### src/rtl/cpu_trace_buffer.sv
// cpu_trace_buffer: first-word-fall-through FIFO of committed CPU instructions with cycle stamps.
// Define TRACE_WRAP_EN to overwrite the oldest entry when full instead of dropping the new one.
module cpu_trace_buffer #(
   parameter int unsigned DEPTH = 16,
   parameter logic [2:0] COMMIT_STT = 3'd0
) (
   input  logic                     clock,
   input  logic                     reset,
   input  logic                     enable,
   input  logic                     clear,
   input  logic [63:0]              pc_in,
   input  logic [31:0]              opcode_in,
   input  logic [2:0]               stt_in,
   input  logic [63:0]              ula_in,
   input  logic                     rd_ready,
   output logic                     rd_valid,
   output logic [63:0]              rd_pc,
   output logic [31:0]              rd_opcode,
   output logic [63:0]              rd_ula,
   output logic [31:0]              rd_stamp,
   output logic [$clog2(DEPTH):0]   count,
   output logic                     overflow
);
   localparam int unsigned AW = $clog2(DEPTH);
   localparam int unsigned CW = AW + 1;
   logic [63:0] pc_mem [DEPTH];
   logic [31:0] op_mem [DEPTH];
   logic [63:0] ula_mem [DEPTH];
   logic [31:0] st_mem [DEPTH];
   logic [AW-1:0] wp_q, wp_d, rp_q, rp_d;
   logic [CW-1:0] cnt_q, cnt_d;
   logic [31:0] stamp_q;
   logic [2:0] prev_q;
   logic ovf_q;
   logic evt, pop, full, ovw, inc, wr_en, adv;
   assign evt = enable && stt_in == COMMIT_STT && prev_q != COMMIT_STT;
   assign pop = rd_valid && rd_ready;
   assign full = cnt_q == CW'(DEPTH);
   assign ovw = evt && full && !pop;
   assign inc = evt && !ovw;
`ifdef TRACE_WRAP_EN
   // when full the write slot is the head, so both pointers move together
   assign wr_en = evt;
   assign adv = pop || ovw;
`else
   assign wr_en = inc;
   assign adv = pop;
`endif
   assign wp_d = wr_en ? wp_q + AW'(1) : wp_q;
   assign rp_d = adv ? rp_q + AW'(1) : rp_q;
   assign cnt_d = cnt_q + CW'(inc) - CW'(pop);
   always_ff @(posedge clock) begin
      if (reset) begin
         stamp_q <= '0;
         prev_q  <= COMMIT_STT;
         wp_q    <= '0;
         rp_q    <= '0;
         cnt_q   <= '0;
         ovf_q   <= 1'b0;
      end else if (clear) begin
         stamp_q <= '0;
         prev_q  <= stt_in;
         wp_q    <= '0;
         rp_q    <= '0;
         cnt_q   <= '0;
         ovf_q   <= 1'b0;
      end else begin
         stamp_q <= stamp_q + 32'd1;
         prev_q  <= stt_in;
         wp_q    <= wp_d;
         rp_q    <= rp_d;
         cnt_q   <= cnt_d;
         ovf_q   <= ovf_q || ovw;
      end
   end
   always_ff @(posedge clock) begin
      if (wr_en && !reset && !clear) begin
         pc_mem[wp_q]  <= pc_in;
         op_mem[wp_q]  <= opcode_in;
         ula_mem[wp_q] <= ula_in;
         st_mem[wp_q]  <= stamp_q;
      end
   end
   assign rd_valid  = cnt_q != '0;
   assign rd_pc     = pc_mem[rp_q];
   assign rd_opcode = op_mem[rp_q];
   assign rd_ula    = ula_mem[rp_q];
   assign rd_stamp  = st_mem[rp_q];
   assign count     = cnt_q;
   assign overflow  = ovf_q;
endmodule

### config.mk
export PLATFORM = sky130hd
export DESIGN_NAME = cpu_trace_buffer
export DESIGN_NICKNAME = d
export VERILOG_FILES = /design/src/rtl/cpu_trace_buffer.sv
export SDC_FILE = /design/constraint.sdc
export NUM_CORES = 2
export LEC_CHECK = 0
export BUFFER_PORTS_ARGS = -buffer_cell sky130_fd_sc_hd__buf_2
export CAP_MARGIN = 20
export CORE_MARGIN = 2
export CORE_UTILIZATION = 55
export DETAILED_ROUTE_END_ITERATION = 8
export PLACE_DENSITY = 0.85
export SYNTH_ARGS = -nofsm -noshare
export SYNTH_HDL_FRONTEND = slang
export SYNTH_SLANG_ARGS = --single-unit
### constraint.sdc
create_clock -name clock -period 16.91 [get_ports clock]
set_input_delay 1.691 -clock clock [delete_from_list [all_inputs] [get_ports clock]]
set_output_delay 1.691 -clock clock [all_outputs]
set_load 0.01 [all_outputs]
==> impl_metrics.yaml <==
clock_tree:
  htreeDepth: 5
  clk-insertion-delay-late_ps: 960
  cts_buffers: 319
  hold_buffers: 0
  clkSlewWorstSetupHoldPaths_ps: 70
  cts_setup_buffers: 0
  root_buffer: "clkbuf_16"
  ctsResizeCount: 0
  cts.sinks: 3125
  cts_tree: "yes"
  cts_buffer_depth: 4
timing:
  setup_tns_ps: 0
  post-route-min-period_ps: 7420
  whs_ps: 561
  worstMarginPinSlew_ps: 1150
  rsz0062_at_grt: "no"
  skew_ps: 82.8
  finalSetupViolCount: 0
  relSlewSlack: 0.236
  finalCritPeriodShare: 0.439
  max_freq_mhz: 135
  slew_viol_final: 0
  hold_viol: 0
  worst_slack_ps: 9490
floorplan:
  rows: 169
  die-area_um2: 218000
  fp.dieH_um: 467
  initial_core_util: 0.555
  die_w_um: 467
  core_um2: 213000
  io_pins: 367
worst_setup_path:
  cp-start-kind: "register"
  end_kind: "output port"
  critPathKind: "reg2out"
  crit_family: "buffers and inverters"
  slowest_stage: "dfxtp_4"
  reg2reg_depth: 7
  worst-path-max-fanout: 111
  worst-path-buf-inv: 4
  worstPathRequired_ps: 15220
  path_cells: "buf_4 -> buf_4 -> buf_12 -> mux4_2 -> nor2b_1 -> a211oi_1 -> a21oi_1 -> buf_2"
  cp.arrival_ps: 5730
  crit_cells: 8
  critPathMaxStageDelay_ps: 940
  cp_common_cell: "buf_4"
finish:
  layout-drive-gt1-share: 0.325
  final_cell_mix: "edfxtp_1, mux4_2, buf_2"
  area_growth_pct: 12.9
  stdcell_area_um2: 133000
  fin_util: 0.627
  fin_nets: 5482
  final_common_cell: "edfxtp_1"
  final_cells: 8391
power:
  p_int_mw: 12.9
  power_mw: 16.4
  power_frac_seq: 0.518
  p_leak_nw: 40.5
  p_comb_frac: 0.071
  ir_drop_mv: 0.107
  p_per_area_nw_per_um2: 123
  pwr-share-clk: 0.411
  sw_frac_of_total: 0.213
  p_sw_mw: 3.49
yosys:
  syn_inst: 4774
  synth_mux_area_frac: 0.176
  async_reset_ff_frac: 0
  synth_xor_area_frac: 0.00134
  ys_types: 47
  yosysSeqAreaShare: 0.792
  synth-main-ff-cell: "edfxtp_1"
  synth_compound_area_frac: 0.00963
  syn-num-nets: 4955
  synthAdderAreaFrac: 0.00144
  ys_warn_count: 0
  synth_edf_count: 3072
  synth_area_um2: 118000
  synth.avg_cell_area_um2: 24.7
  synthSimpleGateAreaFrac: 0.0103
  synth_top_family_by_area: "multiplexers"
  ys_ff_latch: 3125
routing:
  vias: 56733
  drcViolationCount: 0
  ant_nets: 0
  routedWlPerCell_um: 34.9
  wl_um: 293000
  drt_pass1_iterations: 6
  drt_iter0_drc: 7978
  via_per_inst: 6.76
placement:
  gp_congestion: 0.731
  dpl_cell_area_um2: 123000
  hpwl_um: 134000
  portBuffers: 366
  pre_cts_slack_ps: 9850
  placed_cells: 7798
grt:
  grt_pass1_wl_um: 421000
  gr-usage-met2: 0.449
  grt_max_degree: 166
  antenna_found_initial: 44
  grt.met1_usage: 0.351
  grt-busiest-layer: "met2"
  use_met3: 0.0545
  grt_overflow: 0
  grt_pass1_vias: 58715
  grt_usage: 0.270
job:
  drv_cap: 0
hold_path:
  hold_path.class: "reg2reg"
  hold-path-cell-count: 2
run_status:
  status: "finished clean"
kinds of logic (layout without fill, tap and decap cells):
kind of cell               count (synthesis)  count (layout)
AOI/OAI and AO/OA                        183             183
xor gates and xnor gates                  18              18
adders and majority gates                 13              13
buffers and inverters                    263            1026
DFF                                     3125            3125
muxes                                    963             963
other                                      0              33
and+or+nand+nor                          209             209
worst paths after layout:
check	slack (ps)	end	startpoint
worst max-delay path	9490	rd_ula[48]	register
worst min-delay path	560	register	rp_q[1]$_SDFFE_PP0P_
worst max register to register	11950	pc_mem[5][63]$_DFFE_PP_	count[3]$_SDFF_PP0_
worst min register to register	560	register	rp_q[1]$_SDFFE_PP0P_
final cells by class:
class,count,area (um^2)
Multi-Input combinational cell,1386,23600
Inverter,13,48.8
Clock buffer,396,8410
Timing Repair Buffer,456,2790
Clock inverter,161,1380
Antenna cell,33,82.6
Fill cell,13106,79400
Tap cell,2821,3530
Sequential cell,3125,93300
flip-flops by register name, indices dropped and copies added, names as in the netlist, named ones only:
| name | cells |
|---|---|
| count | 5 |
| op_mem | 512 |
| overflow | 1 |
| pc_mem | 1024 |
| prev_q | 3 |
| rp_q | 4 |
| st_mem | 512 |
| stamp_q | 32 |
| ula_mem | 1024 |
| wp_q | 4 |
power groups by stage:
stage	registers (mW)	logic [mW]	clock network, mW
3_3_place_gp	8.67	1.09	0
3_5_place_dp	8.67	1.13	0
4_1_cts	8.51	1.16	6.82
6_report	8.50	1.17	6.74
2_1_floorplan	8.66	0.824	0
5_1_grt	8.49	1.25	7.08
routing by layer:
metal | up-vias | routed length, um
met5 | - | 137
met4 | 22 | 12000
met3 | 696 | 28400
met2 | 4174 | 150000
met1 | 30080 | 103000
li1 | 21761 | -
Yosys cell counts, types with 12 or more instances:
cell type  instances  area (um^2)
buf_1             31          116
nand3_1           21          105
nand2_1           17         63.8
inv_1             13         48.8
clkbuf_1         138          518
buf_2             77          385
dfxtp_1           53         1060
a211oi_1          68          510
nor2_1            36          135
edfxtp_1        3072        92200
ha_1              12          150
nor2b_1           71          444
mux4_2           892        20100
mux2i_1           71          711
a21oi_1           89          445
tightest hold or removal path, stage by stage (launching register included):
cell	delay (ps)
dfxtp_1	340
nand2_1	80
a21oi_1	90
(Power assumes the default switching activity.)
